File: config.mk
export PLATFORM = sky130hd
export DESIGN_NAME = nibble_serial_adder_flat
export DESIGN_NICKNAME = d
export VERILOG_FILES = /design/src/rtl/nibble_serial_adder_pkg.sv /design/src/rtl/nibble_serial_adder_if.sv /design/src/rtl/nibble_serial_adder_cla4_slice.sv /design/src/rtl/nibble_serial_adder.sv /design/src/flat_wrapper.sv
export SDC_FILE = /design/constraint.sdc
export NUM_CORES = 1
export LEC_CHECK = 0
export ABC_CLOCK_PERIOD_IN_PS = 6200
export CORE_ASPECT_RATIO = 0.5
export CORE_MARGIN = 2
export CORE_UTILIZATION = 30
export CTS_BUF_LIST = sky130_fd_sc_hd__clkbuf_8
export DETAILED_ROUTE_END_ITERATION = 7
export PLACE_DENSITY_LB_ADDON = 0.15
export SYNTH_ARGS = -nofsm -noshare
export SYNTH_HDL_FRONTEND = slang
export SYNTH_SLANG_ARGS = --single-unit
File: constraint.sdc
create_clock -name clk -period 6.2 [get_ports clk]
set_input_delay 1.55 -clock clk [delete_from_list [all_inputs] [get_ports clk]]
set_output_delay 1.55 -clock clk [all_outputs]
set_load 0.02 [all_outputs]
File: src/rtl/nibble_serial_adder_pkg.sv
// Shared types and constants for the nibble-serial adder/subtractor.
// The state encoding and the counter sizing rule are used by the top and by the testbench.
package nibble_serial_adder_pkg;

  localparam int NIBBLE_W = 4;

  typedef enum logic [1:0] {
    IDLE = 2'd0,
    RUN  = 2'd1,
    DONE = 2'd2
  } state_t;

  // Counter width that can hold indices 0..nibbles-1, never narrower than one bit.
  function automatic int cnt_width(input int nibbles);
    int w;
    w = 1;
    if (nibbles > 1) begin
      w = $clog2(nibbles);
    end else begin
      w = 1;
    end
    return w;
  endfunction

endpackage

File: src/rtl/nibble_serial_adder_if.sv
// Operand and result handshake bundle for nibble_serial_adder.
// The master side supplies operands and accepts results; the slave side is the adder.
interface nibble_serial_adder_if #(
  parameter int WIDTH = 16
);

  logic             in_valid;
  logic             in_ready;
  logic [WIDTH-1:0] a;
  logic [WIDTH-1:0] b;
  logic             cin;
  logic             op;
  logic             res_valid;
  logic             res_ready;
  logic [WIDTH-1:0] sum;
  logic             cout;
  logic             overflow;

  modport master (
    output in_valid,
    input  in_ready,
    output a,
    output b,
    output cin,
    output op,
    input  res_valid,
    output res_ready,
    input  sum,
    input  cout,
    input  overflow
  );

  modport slave (
    input  in_valid,
    output in_ready,
    input  a,
    input  b,
    input  cin,
    input  op,
    output res_valid,
    input  res_ready,
    output sum,
    output cout,
    output overflow
  );

endinterface

File: src/rtl/nibble_serial_adder_cla4_slice.sv
// Purely combinational 4-bit carry-lookahead slice.
// Also exposes the carry into bit 3 so the caller can derive signed overflow.
module cla4_slice (
  input  logic [3:0] a,
  input  logic [3:0] b,
  input  logic       ci,
  output logic [3:0] s,
  output logic       co,
  output logic       c3
);

  logic [3:0] g;
  logic [3:0] p;
  logic [3:0] c;

  assign g = a & b;
  assign p = a ^ b;

  // Flat lookahead equations: every carry depends only on g, p and ci.
  always_comb begin
    c[0] = ci;
    c[1] = g[0] | (p[0] & ci);
    c[2] = g[1] | (p[1] & g[0]) | (p[1] & p[0] & ci);
    c[3] = g[2] | (p[2] & g[1]) | (p[2] & p[1] & g[0]) | (p[2] & p[1] & p[0] & ci);
    co   = g[3] | (p[3] & g[2]) | (p[3] & p[2] & g[1]) | (p[3] & p[2] & p[1] & g[0])
         | (p[3] & p[2] & p[1] & p[0] & ci);
    s    = p ^ c;
    c3   = c[3];
  end

endmodule

File: src/rtl/nibble_serial_adder.sv
// WIDTH-bit adder/subtractor that streams operands through one 4-bit CLA slice,
// least significant nibble first, with ready/valid on both operand and result sides.
module nibble_serial_adder
  import nibble_serial_adder_pkg::*;
#(
  parameter int WIDTH = 16
) (
  input  logic                  clk,
  input  logic                  rst,
  nibble_serial_adder_if.slave  bus
);

  localparam int NIBBLES = WIDTH / NIBBLE_W;
  localparam int CNT_W   = cnt_width(NIBBLES);

  generate
    if ((WIDTH < NIBBLE_W) || ((WIDTH % NIBBLE_W) != 0)) begin : g_bad_width
      $error("nibble_serial_adder: WIDTH must be a positive multiple of 4");
    end
  endgenerate

  state_t           state;
  state_t           state_nxt;
  logic [WIDTH-1:0] opa;
  logic [WIDTH-1:0] opb;
  logic [WIDTH-1:0] sum_q;
  logic             carry;
  logic [CNT_W-1:0] cnt;
  logic             cout_q;
  logic             overflow_q;
  logic             res_valid_q;

  logic [CNT_W+1:0] lsb;
  logic [3:0]       slice_a;
  logic [3:0]       slice_b;
  logic [3:0]       slice_s;
  logic             slice_co;
  logic             slice_c3;
  logic             last;

  // Bit offset of the active nibble is simply counter * 4.
  assign lsb     = {cnt, 2'b00};
  assign slice_a = opa[lsb +: NIBBLE_W];
  assign slice_b = opb[lsb +: NIBBLE_W];
  assign last    = (cnt == CNT_W'(NIBBLES - 1));

  cla4_slice u_slice (
    .a  (slice_a),
    .b  (slice_b),
    .ci (carry),
    .s  (slice_s),
    .co (slice_co),
    .c3 (slice_c3)
  );

  // State register.
  always_ff @(posedge clk or posedge rst) begin
    if (rst) begin
      state <= IDLE;
    end else begin
      state <= state_nxt;
    end
  end

  // Next-state logic.
  always_comb begin
    state_nxt = state;
    case (state)
      IDLE: begin
        if (bus.in_valid) begin
          state_nxt = RUN;
        end else begin
          state_nxt = IDLE;
        end
      end
      RUN: begin
        if (last) begin
          state_nxt = DONE;
        end else begin
          state_nxt = RUN;
        end
      end
      DONE: begin
        if (bus.res_ready) begin
          state_nxt = IDLE;
        end else begin
          state_nxt = DONE;
        end
      end
      default: begin
        state_nxt = IDLE;
      end
    endcase
  end

  // Output decode from the state register.
  always_comb begin
    bus.in_ready = 1'b0;
    if (state == IDLE) begin
      bus.in_ready = 1'b1;
    end else begin
      bus.in_ready = 1'b0;
    end
  end

  // Operand capture, per-nibble accumulation and result registers.
  always_ff @(posedge clk or posedge rst) begin
    if (rst) begin
      opa         <= '0;
      opb         <= '0;
      sum_q       <= '0;
      carry       <= 1'b0;
      cnt         <= '0;
      cout_q      <= 1'b0;
      overflow_q  <= 1'b0;
      res_valid_q <= 1'b0;
    end else begin
      case (state)
        IDLE: begin
          if (bus.in_valid) begin
            // Subtract is A + ~B + 1, so cin is replaced by a forced 1.
            opa   <= bus.a;
            opb   <= bus.op ? ~bus.b : bus.b;
            carry <= bus.op ? 1'b1 : bus.cin;
            cnt   <= '0;
          end
        end
        RUN: begin
          sum_q[lsb +: NIBBLE_W] <= slice_s;
          carry                  <= slice_co;
          cnt                    <= cnt + CNT_W'(1);
          if (last) begin
            cout_q      <= slice_co;
            overflow_q  <= slice_co ^ slice_c3;
            res_valid_q <= 1'b1;
          end
        end
        DONE: begin
          if (bus.res_ready) begin
            res_valid_q <= 1'b0;
          end
        end
        default: begin
          res_valid_q <= 1'b0;
        end
      endcase
    end
  end

  assign bus.sum       = sum_q;
  assign bus.cout      = cout_q;
  assign bus.overflow  = overflow_q;
  assign bus.res_valid = res_valid_q;

endmodule

File: src/flat_wrapper.sv
// flat-port wrapper written by rule: the top's interface ports become plain ports
module nibble_serial_adder_flat import nibble_serial_adder_pkg::*;
#(
  parameter int WIDTH = 16
)
  (clk, rst, bus_in_valid, bus_in_ready, bus_a, bus_b, bus_cin, bus_op, bus_res_valid, bus_res_ready, bus_sum, bus_cout, bus_overflow);
  nibble_serial_adder_if #(.WIDTH(WIDTH)) bus_i ();
  input  logic clk;
  input  logic rst;
  input wire logic [$bits(bus_i.in_valid)-1:0] bus_in_valid;
  output wire logic [$bits(bus_i.in_ready)-1:0] bus_in_ready;
  input wire logic [$bits(bus_i.a)-1:0] bus_a;
  input wire logic [$bits(bus_i.b)-1:0] bus_b;
  input wire logic [$bits(bus_i.cin)-1:0] bus_cin;
  input wire logic [$bits(bus_i.op)-1:0] bus_op;
  output wire logic [$bits(bus_i.res_valid)-1:0] bus_res_valid;
  input wire logic [$bits(bus_i.res_ready)-1:0] bus_res_ready;
  output wire logic [$bits(bus_i.sum)-1:0] bus_sum;
  output wire logic [$bits(bus_i.cout)-1:0] bus_cout;
  output wire logic [$bits(bus_i.overflow)-1:0] bus_overflow;
  assign bus_i.in_valid = bus_in_valid;
  assign bus_in_ready = bus_i.in_ready;
  assign bus_i.a = bus_a;
  assign bus_i.b = bus_b;
  assign bus_i.cin = bus_cin;
  assign bus_i.op = bus_op;
  assign bus_res_valid = bus_i.res_valid;
  assign bus_i.res_ready = bus_res_ready;
  assign bus_sum = bus_i.sum;
  assign bus_cout = bus_i.cout;
  assign bus_overflow = bus_i.overflow;
  nibble_serial_adder #(.WIDTH(WIDTH)) u_core (.clk(clk), .rst(rst), .bus(bus_i));
endmodule
==> impl_results.md <==
* Slew margin rel. at 22.5%
* Hold_buf cts at 0
* Unrepaired setup endpoints after global routing: no
* Vias per cell at roughly 4.7
* Worst setup SP type: flop
* Ports at 58
* Critical path's slowest cell: clkdlybuf4s50_1
* Data required, critical path at 4650 ps
* Tcrit/Tclk final at 49.8%
* Library cells used by synthesis at 31
* Sequential share of the synthesized area at approximately 50%
* DRC at 4
* Post-CTS Setup Inserts at 0
* Clk sinks at 56
* Final slew viol count at 0
* Synth top area cells: dfrtp_1 (50%), mux2_2 (6.5%), mux4_2 (6.5%), xnor2_1 (5.4%), ha_1 (4.9%)
* Worst Path Arrival at 1540 ps
* Root Driver: clkbuf_8
* Complex-gate fraction of the synthesized area at 11.1%
* Post-Route M1 WL at between 2 and 3 mm
* Post-synthesis mux area share at between 10% and 20%
* Top Metal Used: met4
* Power, Total at 2.00 mW
* XOR/XNOR share of the synthesized area at 6.30%
* Vias at 1847
* Pin count of the biggest net entering global routing at 57
* Worst Setup Path Type: flop to output pin
* Pint at around 1.1 mW
* Routed len/inst at ~14 um
* YS warnings at 0
* Dpl cell area at 0.00343 mm^2
* WL final at around 5.7 mm
* First-pass GRT wire length at slightly below 10 mm
* Peak supply drop at 265 uV
* Clock slew at reported path FFs at roughly 90 ps
* Syn nets at between 200 and 300
* Hold Vio Cnt, Final at 0
* CP max stage delay at between 600 and 700 ps
* CTS max path bufs at 2
* Sw power at 863 uW
* Multi-input combinational cell area at roughly 0.0013 mm^2
* Fillers at 843
* Die X at 140 um
* DIE HEIGHT at 72.1 um
* Die area at 0.0101 mm^2
* Post-synthesis adder-cell area fraction at 5.67%
* H-tree levels at 2
* Syn Area/Cell at 12.5 um^2
* Final setup viols at 0
* Total GRT Usage at 12.5%
* Simple-Gate Fraction of Synth Area at 9.85%
* Util after Layout at 39.7%
* P&R area growth vs syn at 26.6%
* I/O Buffers at 57
* Largest family of logic cells by synthesized area: multiplexers
* Clock Latency Late Sink at between 300 and 400 ps
* Clock power frac at 10.4%
* Top-area cell type share of the netlist area at between 50% and 60%
* Global route overflow at 0
* Min cycle time layout at 3090 ps
* DR iter-0 viols at 113
* Row count at 24
* Max_cap viols at 0
* Max Freq at 0.324 GHz
* Leakage at about 1.5 nW
* Nets at 325
* Num CTS Buffers at 5
* Drt first pass iters at 8
* Post_cts resized at 0
* HP Class: flop to flop
* Sequential standard cell area at 0.00140 mm^2
* Switch share at 43.2%
* Starting density of the core at 31.4%
* Logic gate share of total power at 56.3%
* Antenna cell count at 0
* PD cells at 568 mW/mm^2
* Vias in the first global route at 1907
* Synth area leader: dfrtp_1
* Crit-path cells: nor2_1 > clkdlybuf4s50_1
* CTS tree: done
* Crit-path max FO at 6
* Layout Skew at approximately 3.0 ps
* HPWL after DPL at a little over 4 mm
* Core box area at 0.00886 mm^2
* DR WL met2 at ~2.6 mm
* Crit. End Element: output pin
* Actual slew at the worst max-slew pin at 1160 ps
* Post-DRT Antenna Nets at 0
* Flop pwr share at 33.3%
* #FFs+latches synth at 56
* Status: finished, violations left
* Setup TNS at 0 ps
* Share of post-route cells with drive strength above 1 at 15.9%
* GP Congestion at ~0.72
* Syn Inst Count at 222
* Fin area at 0.00352 mm^2
* Failing checks: DRC
* Routed length on met3 at roughly 180 um
* Cell Area, Synth at 0.00278 mm^2
* Initial antenna violation count at 0
* Hold WS at around 490 ps
-- stage by stage --
step / std cells / setup slack (ps)
2_1_floorplan: 222 / 3280
3_3_place_gp: 385 / 2860
3_5_place_dp: 385 / 2820
4_1_cts: 393 / 3040
5_1_grt: 393 / 2860
6_report: 393 / 3110
-- Yosys cell counts --
cell,number
nand2_4,3
a211oi_1,1
nand2_1,13
a211o_1,1
buf_2,7
o21ai_0,3
dfrtp_1,56
a21oi_1,19
nor4b_4,3
a22o_1,12
mux2i_1,1
xnor2_1,17
ha_1,11
nor4b_1,1
nand3_1,1
nor3_1,1
mux2_2,16
o31ai_1,1
clkbuf_1,1
xor2_1,3
nor2_1,23
a22o_2,4
a21o_1,1
inv_1,6
o21bai_1,2
a31oi_1,1
mux4_2,8
buf_6,3
and2b_2,1
and2_1,1
fa_1,1
-- worst paths after layout --
check	startpoint	to	slack (ps)	depth (start not counted)
min reg2reg	u_core.bus.res_valid$_DFFE_PP0P_	u_core.bus.res_valid$_DFFE_PP0P_	490	2
max reg2reg	u_core.cnt[0]$_DFFE_PP0P_	u_core.bus.sum[3]$_DFFE_PP0P_	3140	6
min in group asynchronous	rst	u_core.bus.sum[0]$_DFFE_PP0P_	1840	2
max in group asynchronous	rst	u_core.cnt[1]$_DFFE_PP0P_	3640	2
min	u_core.bus.res_valid$_DFFE_PP0P_	u_core.bus.res_valid$_DFFE_PP0P_	490	2
max	u_core.state[0]$_DFF_PP0_	bus_in_ready	3110	2
-- per-layer routing --
| metal | vias up | track usage, % |
|---|---|---|
| met5 | - | 0 |
| met4 | 0 | 4.38 |
| met3 | 8 | 3.04 |
| met2 | 27 | 19.7 |
| met1 | 927 | 17.0 |
| li1 | 885 | - |
-- final cells by class --
| class | count | area share [%] |
|---|---|---|
| flip-flops and latches | 56 | 39.8 |
| multi-input cells | 149 | 36.5 |
| repair buffers | 57 | 16.2 |
| well taps | 117 | 4.16 |
| clock buffers | 6 | 2.35 |
| inverters | 6 | 0.640 |
| clock inverters | 2 | 0.320 |
-- layout by cell type, fill, tap and decap left out, drive strengths merged --
cell type	synthesis	final
xnor2	17	17
o31ai	1	1
clkinvlp	0	1
a211o	1	1
nand3	1	1
nor3	1	1
o21bai	2	2
a31oi	1	1
o21ai	3	3
mux4	8	8
a21oi	19	19
nor2	23	23
inv	6	7
a22o	16	16
nor4b	4	4
a21o	1	1
mux2	16	16
mux2i	1	1
a211oi	1	1
clkbuf	1	6
dfrtp	56	56
ha	11	11
and2b	1	1
fa	1	1
and2	1	1
nand2	16	16
clkdlybuf4s50	0	57
xor2	3	3
-- critical path, delay by kind of cell (launching register included) --
family | cells | cell delay (ps)
buffers and inverters | 1 | 620
flip-flops | 1 | 440
AND/OR/NAND/NOR | 1 | 160
-- power by group through the flow --
| stage | logic [mW] | registers, mW | clock network [mW] |
|---|---|---|---|
| CTS | 1.15 | 0.672 | 0.220 |
| finish | 1.13 | 0.666 | 0.208 |
| floorplan | 0.780 | 0.677 | 0 |
| detailed placement | 1.15 | 0.680 | 0 |
| global route | 1.25 | 0.693 | 0.233 |
| global placement | 1.13 | 0.672 | 0 |
-- sequential cells by signal, indices dropped and copies added, names as in the netlist --
signal / flops
u_core.bus.sum: 16
u_core.opa: 16
u_core.opb: 16
u_core.cnt: 2
u_core.state: 2
u_core.bus.cout: 1
u_core.bus.overflow: 1
u_core.bus.res_valid: 1
u_core.carry: 1
-- logic make-up after synthesis --
logic type	count (synthesis)
simple gates	47
mux	25
flops	56
xor+xnor	20
fa+ha+maj	12
buf+inv	17
compound gates	45
(Power assumes the default switching activity.)
